--- config.mk ---
export PLATFORM = sky130hd
export DESIGN_NAME = del_prog
export DESIGN_NICKNAME = d
export VERILOG_FILES = /design/src/rtl/del_prog.sv
export SDC_FILE = /design/constraint.sdc
export NUM_CORES = 1
export LEC_CHECK = 0
export BUFFER_PORTS_ARGS = -buffer_cell sky130_fd_sc_hd__buf_4
export CAP_MARGIN = 25
export CORE_MARGIN = 10
export CORE_UTILIZATION = 55
export DETAILED_ROUTE_END_ITERATION = 8
export HOLD_SLACK_MARGIN = 0.02
export PLACE_DENSITY = 0.74
export SYNTH_ARGS = -nofsm -noshare
export SYNTH_HDL_FRONTEND = slang
export SYNTH_SLANG_ARGS = --single-unit
--- constraint.sdc ---
create_clock -name clk -period 2.2 [get_ports clk]
set_input_delay 0.11 -clock clk [delete_from_list [all_inputs] [get_ports clk]]
set_output_delay 0.11 -clock clk [all_outputs]
set_load 0.05 [all_outputs]
--- src/rtl/del_prog.sv ---
// del_prog: multi-channel programmable delay unit for 2-phase (toggle) requests.
//
// Each channel watches its in_r bit. Every level change is one event. The unit
// reproduces that event on out_r after max(del_cfg,1) clock cycles, with a
// one-cycle fire pulse at the same moment. Events that arrive while a channel
// is counting are queued in a small saturating pending counter. They are then
// replayed back-to-back, spaced one full delay apart. An event that arrives
// when the queue is already full is dropped and sets a sticky ovf bit.
//
// Ports:
//   clk      in   1    clock, rising edge
//   rst_n    in   1    synchronous active-low reset
//   en       in   1    global enable; 0 freezes counters/pending service, capture continues
//   del_cfg  in   DW   delay in cycles, sampled at each counter load (0 behaves as 1)
//   in_r     in   NCH  2-phase request per channel
//   out_r    out  NCH  2-phase delayed request
//   fire     out  NCH  one-cycle pulse coincident with each out_r toggle
//   busy     out  NCH  channel is counting a delay
//   ovf      out  NCH  sticky: an event was dropped because pending was full
//   ovf_clr  in   1    synchronous clear of all ovf bits (a same-cycle set wins)
module del_prog #(
  parameter int NCH = 4,
  parameter int DW  = 8,
  parameter int PW  = 3
) (
  input  logic           clk,
  input  logic           rst_n,
  input  logic           en,
  input  logic [DW-1:0]  del_cfg,
  input  logic [NCH-1:0] in_r,
  output logic [NCH-1:0] out_r,
  output logic [NCH-1:0] fire,
  output logic [NCH-1:0] busy,
  output logic [NCH-1:0] ovf,
  input  logic           ovf_clr
);

  localparam logic [PW-1:0] PEND_MAX = '1;

  typedef enum logic {IDLE, RUN} state_t;

  state_t         state_q [NCH];
  state_t         state_d [NCH];
  logic [DW-1:0]  cnt_q   [NCH];
  logic [DW-1:0]  cnt_d   [NCH];
  logic [PW-1:0]  pend_q  [NCH];
  logic [PW-1:0]  pend_d  [NCH];
  logic [NCH-1:0] in_q;
  logic [NCH-1:0] out_q, out_d;
  logic [NCH-1:0] fire_q, fire_d;
  logic [NCH-1:0] ovf_q, ovf_d;
  logic [NCH-1:0] drop;
  logic [NCH-1:0] ev;
  logic [DW-1:0]  load_val;

  assign ev       = in_r ^ in_q;
  assign load_val = (del_cfg == '0) ? DW'(1) : del_cfg;

  // Next-state logic for all channels. Channels share only del_cfg and en.
  always_comb begin
    for (int i = 0; i < NCH; i++) begin
      // NOTE: every output of this block gets a default first, so no path can
      // leave a value unassigned and infer a latch.
      state_d[i] = state_q[i];
      cnt_d[i]   = cnt_q[i];
      pend_d[i]  = pend_q[i];
      out_d[i]   = out_q[i];
      fire_d[i]  = 1'b0;
      drop[i]    = 1'b0;

      if (en) begin
        if (state_q[i] == IDLE || cnt_q[i] == DW'(1)) begin
          // Load opportunity: either idle, or the terminal count of a run.
          if (state_q[i] == RUN) begin
            out_d[i]  = ~out_q[i];
            fire_d[i] = 1'b1;
          end
          if (ev[i]) begin
            // A same-cycle event is consumed directly. Pending is left untouched.
            cnt_d[i]   = load_val;
            state_d[i] = RUN;
          end else if (pend_q[i] != '0) begin
            cnt_d[i]   = load_val;
            pend_d[i]  = pend_q[i] - PW'(1);
            state_d[i] = RUN;
          end else begin
            state_d[i] = IDLE;
          end
        end else begin
          cnt_d[i] = cnt_q[i] - DW'(1);
          if (ev[i]) begin
            if (pend_q[i] == PEND_MAX) drop[i] = 1'b1;
            else                       pend_d[i] = pend_q[i] + PW'(1);
          end
        end
      end else if (ev[i]) begin
        // Frozen: counting stops, but events are still queued.
        if (pend_q[i] == PEND_MAX) drop[i] = 1'b1;
        else                       pend_d[i] = pend_q[i] + PW'(1);
      end
    end
    ovf_d = (ovf_q & ~{NCH{ovf_clr}}) | drop;
  end

  always_ff @(posedge clk) begin
    // NOTE: sequential state uses non-blocking assignments only. Every register
    // then sees the values from before the edge, whatever order the statements run in.
    if (!rst_n) begin
      // NOTE: the per-channel arrays are a few flops each, not RAM, so they are
      // reset with everything else. A reset then discards every queued event.
      for (int i = 0; i < NCH; i++) begin
        state_q[i] <= IDLE;
        cnt_q[i]   <= '0;
        pend_q[i]  <= '0;
      end
      in_q   <= in_r;   // absorb the current level so release creates no event
      out_q  <= '0;
      fire_q <= '0;
      ovf_q  <= '0;
    end else begin
      for (int i = 0; i < NCH; i++) begin
        state_q[i] <= state_d[i];
        cnt_q[i]   <= cnt_d[i];
        pend_q[i]  <= pend_d[i];
      end
      in_q   <= in_r;
      out_q  <= out_d;
      fire_q <= fire_d;
      ovf_q  <= ovf_d;
    end
  end

  always_comb begin
    for (int i = 0; i < NCH; i++) busy[i] = (state_q[i] == RUN);
  end

  assign out_r = out_q;
  assign fire  = fire_q;
  assign ovf   = ovf_q;

endmodule

=== Yosys cells after proc, flatten, opt, wreduce, memory -nomap -nowiden ===
Memories as Yosys holds them, arrays and structs flattened.
Index checks and enable logic that the tools add are counted.

* Register bits: 16
* Bits in writable memories: 48
* Input port bits: 16
* Output and inout bits: 16
* Logic and storage cells: 165
* Memories kept: 3

{| class="wikitable"
|+ Memory list
! memory !! words !! width !! rd ports !! clocked after Yosys merged registers in !! wr ports !! RTL line !! text
|-
| cnt_q || 4 || 8 || 4 || 0 || 4 || 44 || <nowiki>logic [DW-1:0] cnt_q [NCH];</nowiki>
|-
| pend_q || 4 || 3 || 4 || 0 || 4 || 46 || <nowiki>logic [PW-1:0] pend_q [NCH];</nowiki>
|-
| state_q || 4 || 1 || 4 || 0 || 4 || 42 || <nowiki>state_t state_q [NCH];</nowiki>
|}

* Add/subtract/negate cells: 12
* Equality and inequality tests: 8
* Multiplexer cells: 91
* Bitwise operators: 24
* Reduce and logical (&&, ||, !) cells: 17

{| class="wikitable"
|+ Operator list
! operator !! number
|-
| $mux W8 || 21
|-
| $mux W3 || 28
|-
| $mux W1 || 42
|-
| $eq A8 B1 Y1 const B || 4
|-
| $sub A8 B1 Y8 const B || 4
|-
| $reduce_and A3 Y1 || 8
|-
| $add A3 B1 Y3 const B || 4
|-
| $eq A3 B3 Y1 const B || 4
|-
| $or A1 B1 Y1 || 12
|-
| $reduce_bool A3 Y1 || 4
|-
| $sub A3 B1 Y3 const B || 4
|-
| $logic_not A8 Y1 || 1
|-
| $not A1 Y1 || 8
|-
| $and A4 B4 Y4 || 1
|-
| $logic_or A1 B1 Y1 || 4
|-
| $not A4 Y4 || 1
|-
| $or A4 B4 Y4 || 1
|-
| $xor A4 B4 Y4 || 1
|}

=== Longest topological paths before layout ===
Gate-level depths: netlist of the first run.

* Depth after elaboration: 7
* Gate-level depth with buffers: 9

=== Least setup slack after synthesis of the first run ===
OpenSTA, ideal clock, no wires.

* Path kind: reg2reg
* Start: mem cnt_q[1][0]
* End: mem pend_q[1][1]
* Setup time: 115 ps
* Arrival time: 1856 ps
* Data required time: 2085 ps
* Setup slack: 229 ps
* Stages on the path, launching flop included: 8
* Path buffers: 1
* Cell sequence: dfxtp_1 ha_1 or4b_1 buf_2 o21ai_4 a221oi_1 mux2_2 o21a_1

{| class="wikitable"
|+ RTL lines
! item !! RTL line
|-
| from (decl) || 44
|-
| to (decl) || 46
|}

==> flow_summary.ini, run 1 <==
[synthesis]
postSynthCellCount = 483
seq_area_frac_synth_pct = 33.8
synth_edf_count = 3
avgSynthCellArea_um2 = 8.03
syn_area_um2 = 3880
synth_compound_area_share_pct = 26.4
ys_warn_count = 0
synth_top_family_by_area = compound AO/OA/AOI/OAI gates
synth.top_cell.area_share_pct = 31.5
synth.distinct_cells = 70
synth.most_common_cell = dfxtp_1
synth-xor-area-share_pct = 2.26
yosysTopAreaCell = dfxtp_1
synthSimpleGateAreaFrac_pct = 24.1
synth_flop_cell = dfxtp_1
synth-async-reset-ratio_pct = 0
syn_nets = 519
synth.top_cells.by_area = dfxtp_1, ha_1, nand2_1, o21ai_0, a21oi_1
ys_top_cells_by_count = dfxtp_1, nand2_1, o21ai_0, a21oi_1, nor2_1
synthAdderAreaFrac_pct = 6.46
ys_ff_latch = 64
synth.mux.area_fraction_pct = 1.84

[die]
rows = 30
dieArea_um2 = 10800
die_y_um = 104
io_pins = 32
core_area_um2 = 6830
fp.dieW_um = 104
start_util_pct = 56.7

[global_route]
first_global_vias = 3486
grt_pass1_wl_um = 16100
track_usage_pct = 17.4
overflow = 0
grt_max_degree = 35
antenna_found_initial = 0

[sta]
fmax_mhz = 485
setup_viol = 0
fin_worst_skew_ps = 10.3
fin_crit_ps = 2060
drv_slew = 0
tightest_slew_ps = 501
whs_ps = 82.5
max-slew-margin-rel_pct = 66.4
rsz0062_at_grt = false
setup-tns-final_ps = 0
period_share_pct = 93.7
hold_viol_final = 0

[final_layout]
diodes = 0
finalInstanceArea_um2 = 4460
nets = 557
seq_area_um2 = 1310
area_growth_syn_to_layout_pct = 15.1
final_cells = 621
multi_input_area_um2 = 2370
drive_gt1_share_pct = 13.9
nFillCells = 599

[min_path]
hold_path_class = in -> reg

[clock_network]
clkSlewWorstSetupHoldPaths_ps = 70
cts_max_level = 3
clk_latency_ps = 340
cts-root-buf = clkbuf_8
cts_sinks = 64
cts_tree = done
cts_max_path_buffers = 2
numCtsBuffers = 9

[placed_design]
placedCellCount = 602
portBuffers = 31
routabilityCongestion = 0.894
placed_area_um2 = 4240
dp_hpwl_um = 6900

[detailed_routing]
drt-pass1-iter-count = 5
drc = 0
vias = 3695
drt-initial-drc-count = 288
ant_nets = 0
wl_um = 9740
viasPerCell = 5.95
avgRoutedWirePerCell_um = 15.7

[worst_setup_path]
required_ps = 2440
cp_slowest_stage_delay_ps = 510
reg2reg_depth = 6
start_kind = flop
endpoint = cnt_q[1][5]$_SDFFE_PN0P_
critPathMaxFanout = 7
crit_top_cell = o21a_1
critPathTopFamily = compound AO/OA/AOI/OAI gates
cpMaxStageDelayCell = or4b_4
crit_arrival_ps = 2300
endpoint_kind = flop
timing.rr.start = cnt_q[1][0]$_SDFFE_PN0P_
worstSetupStartpoint = cnt_q[1][0]$_SDFFE_PN0P_
crit_path_cell_trace = ha_1, or4b_4, o21a_1, o21ai_2, a22oi_1, o21a_1
reg2reg_slack_ps = 140
crit_type = reg -> reg
r2r_end = cnt_q[1][5]$_SDFFE_PN0P_
cp_num_buf_inv = 0
worstSetupPathDepth = 6

[pwr]
powerDensity_nw_per_um2 = 943
power.leakage_nw = 1.76
ir_drop_mv = 0.494
total_power_mw = 4.21

[flow_run]
cap_violations = 0

[status]
status = finished, final reports clean
## routing by layer
metal	vias up	GRT usage [%]	part of all wire (%)
li1	1851	-	-
met1	1744	21.9	47
met2	85	28.4	47
met3	15	4.09	4.7
met4	0	5.57	1.4
met5	-	0	0
## cell families (layout without fill, tap and decap cells)
logic type / after synthesis / count (layout)
simple gates: 184 / 184
compound gates: 151 / 151
flops: 64 / 64
buf+inv: 47 / 89
fa+ha+maj: 20 / 20
xor+xnor: 10 / 10
mux: 7 / 7
## how the worst min path moves through the flow
stage                     depth (start not counted)                  endpoint  slack [ps]  startpoint
final                                             3  cnt_q[0][1]$_SDFFE_PN0P_          80  del_cfg[1]
after global routing                              3  cnt_q[0][1]$_SDFFE_PN0P_          80  del_cfg[1]
after CTS                                         3  cnt_q[0][1]$_SDFFE_PN0P_          70  del_cfg[1]
after detailed placement                          1           in_q[1]$_DFF_P_         230     in_r[1]
after global placement                            1           in_q[0]$_DFF_P_         230     in_r[0]
after floorplan                                   0           in_q[0]$_DFF_P_         140     in_r[0]
## placed cells by master (no fill, tap or decap), drive strengths merged, types with 9 or more instances in the layout
cell	synthesis	final
clkbuf	13	15
nor2	29	29
a21oi	31	31
inv	22	22
nand3	23	23
nor3	18	18
buf	11	47
nand2b	9	9
dfxtp	61	61
o21ai	40	40
nand2	59	59
o21a	11	11
ha	20	20
## registers in the layout, summed over array words and instances, names as in the netlist
name	flops
cnt_q	32
fire	4
in_q	4
out_r	4
ovf	4
pend_q	12
state_q	4
## final cells by class
cell class	count	share of cell area [%]
flip-flops and latches	64	29.4
repair buffers	51	8.81
clock buffers	15	3.95
well taps	96	2.69
multi-input cells	372	53.2
inverters	23	1.93
## tightest hold or removal path, stage by stage
cell and delay [ps]:
buf_4 150, nand2_1 60, a21oi_1 50
## power by group
| part | total, mW | internal [mW] | leakage [nW] | switching, mW |
|---|---|---|---|---|
| sequential | 1.58 | 1.36 | 0.533 | 0.217 |
| clock | 0.925 | 0.498 | 0.0898 | 0.427 |
| combinational | 1.70 | 0.704 | 1.14 | 0.995 |
| total | 4.21 | 2.57 | 1.76 | 1.64 |
## what timing repair did
action	4_1_cts	5_1_grt
gates resized for setup	0	4
setup buffers	0	0
hold buffers	4	0
endpoints found under the setup margin	0	15
endpoints found under the hold margin	4	0
## per-stage QoR
step	setup slack, ps	util (%)
final	139	65.3
after detailed placement	50.9	62.0
after floorplan	229	-
after CTS	43.4	65.2
after global routing	15.4	65.3
after global placement	118	62.0
(Power assumes the default switching activity.)
==> inputs of run 2 (changes only) <==
--- a/config.mk
+++ b/config.mk
@@ -7,8 +7,9 @@
 export LEC_CHECK = 0
 export BUFFER_PORTS_ARGS = -buffer_cell sky130_fd_sc_hd__buf_4
 export CAP_MARGIN = 25
-export CORE_MARGIN = 10
+export CORE_MARGIN = 3
 export CORE_UTILIZATION = 55
+export CTS_BUF_LIST = sky130_fd_sc_hd__clkbuf_8
 export DETAILED_ROUTE_END_ITERATION = 8
 export HOLD_SLACK_MARGIN = 0.02
 export PLACE_DENSITY = 0.74
==> run 2 against run 1 <==
- power decreased by 0.94%
- cell count is 0.32% lower
- clock power fell by 4.9%
- non-clock buffer count increased by 1
- count of clock-buffer cells in the layout down 4
- flip-flop and latch count unchanged
- core utilization is 2.5 points higher
==> flow_summary.ini, run 2 (same netlist as run 1, synthesis figures left out) <==
[status]
status = finished, final reports clean

[clock_network]
postCtsSetupBuffers = 0
cts-root-buf = clkbuf_8
clk_latency_ps = 350
cts_sinks = 64
clkSlewWorstSetupHoldPaths_ps = 70
numCtsBuffers = 9
cts_tree = done
cts_max_path_buffers = 2
cts_max_level = 3

[sta]
period_share_pct = 94.0
fmax_mhz = 483
setup-tns-final_ps = 0
tightest_slew_ps = 688
rsz0062_at_grt = false
hold_viol_final = 0
max-slew-margin-rel_pct = 53.8
fin_crit_ps = 2070
drv_slew = 0
fin_worst_skew_ps = 11.3
setup_viol = 0

[global_route]
grtUsageMet1_pct = 31.4
track_usage_pct = 24.0
use_met3_pct = 6.26
first_global_vias = 3459
grt_pass1_wl_um = 16200
antenna_found_initial = 0
overflow = 0
grtUsageMet2_pct = 38.7
grt_max_degree = 44
top_usage_layer = met2

[final_layout]
largest_registers = cnt_q x32, pend_q x12
final_cell_mix = dfxtp_1, nand2_1, buf_4, o21ai_0, a21oi_1
final_common_cell = dfxtp_1
largest_register_ff_count = 32
area_growth_syn_to_layout_pct = 15.6
diodes = 0
finalInstanceArea_um2 = 4480
final_cells = 619
nets = 558
drive_gt1_share_pct = 14.3
nFillCells = 553
top_register = cnt_q

[worst_setup_path]
start_kind = flop
reg2reg_slack_ps = 130
endpoint_kind = flop
crit_type = reg -> reg
critPathTopFamily = compound AO/OA/AOI/OAI gates
crit_arrival_ps = 2310
cp_num_buf_inv = 1
cpMaxStageDelayCell = or4b_1
critPathMaxFanout = 10
crit_path_cell_trace = ha_1, or4b_1, o21ai_4, buf_4, o21ai_0, a31o_2
cp_slowest_stage_delay_ps = 580
required_ps = 2440

[detailed_routing]
vias = 3731
ant_nets = 0
drc = 0
drt-pass1-iter-count = 4
drt-initial-drc-count = 186
avgRoutedWirePerCell_um = 15.6
wl_um = 9670
viasPerCell = 6.03

[placed_design]
dp_hpwl_um = 6680
placed_area_um2 = 4240
portBuffers = 31
routabilityCongestion = 0.902
placedCellCount = 600

[min_path]
hold_path_class = in -> reg

[die]
core_area_um2 = 6600
io_pins = 32
die_y_um = 90.0
dieArea_um2 = 8090
rows = 29
fp.dieW_um = 90.0
start_util_pct = 58.7

[pwr]
ir_drop_mv = 0.539
powerDensity_nw_per_um2 = 930
power.leakage_nw = 1.78
total_power_mw = 4.17

[flow_run]
cap_violations = 0
run 2: stage by stage:
stage / util, % / hold slack (ps) / setup WS, ps
final: 67.8 / 68.9 / 131
after global routing: 67.8 / 69.6 / 6.07
after CTS: 67.3 / 49.1 / 34.9
after detailed placement: 64.2 / 232 / 66.4
after global placement: 64.2 / 229 / 143
after floorplan: - / 138 / 229
run 2: area by class of cell:
type	instances	area, µm²	area share [%]
multi-input cells	372	2400	53.5
flip-flops and latches	64	1310	29.3
repair buffers	52	400	8.94
clock buffers	11	151	3.38
well taps	93	116	2.60
inverters	23	86.3	1.93
clock inverters	4	15.0	0.335
run 2: per-layer routing:
metal	up-vias	routed length [µm]
li1	1849	-
met2	120	4540
met4	0	151
met1	1747	4400
met3	15	581
met5	-	0
run 2: where the power goes:
part / total [mW] / switching (mW) / internal, mW
Sequential: 1.58 / 0.213 / 1.36
Clock: 0.880 / 0.431 / 0.448
Combinational: 1.71 / 1.01 / 0.703
Total: 4.17 / 1.65 / 2.52
run 2: timing repair:
action	4_1_cts	5_1_grt
endpoints found under the setup margin	0	16
resized for setup	0	8
hold buffers	4	0
hold endpoints to repair	4	0
run 2: worst paths after layout:
kind,start,cells past startpoint,to
worst min-delay path,del_cfg[1],3,cnt_q[0][1]$_SDFFE_PN0P_
worst max-delay path,cnt_q[3][0]$_SDFFE_PN0P_,6,cnt_q[3][2]$_SDFFE_PN0P_
worst min register to register,ovf[2]$_SDFF_PN0_,2,ovf[2]$_SDFF_PN0_
worst max register to register,cnt_q[3][0]$_SDFFE_PN0P_,6,cnt_q[3][2]$_SDFFE_PN0P_
run 2: worst min-delay path, stage by stage:
cell and delay [ps]:
buf_4 140, nand2_1 60, a21oi_1 50
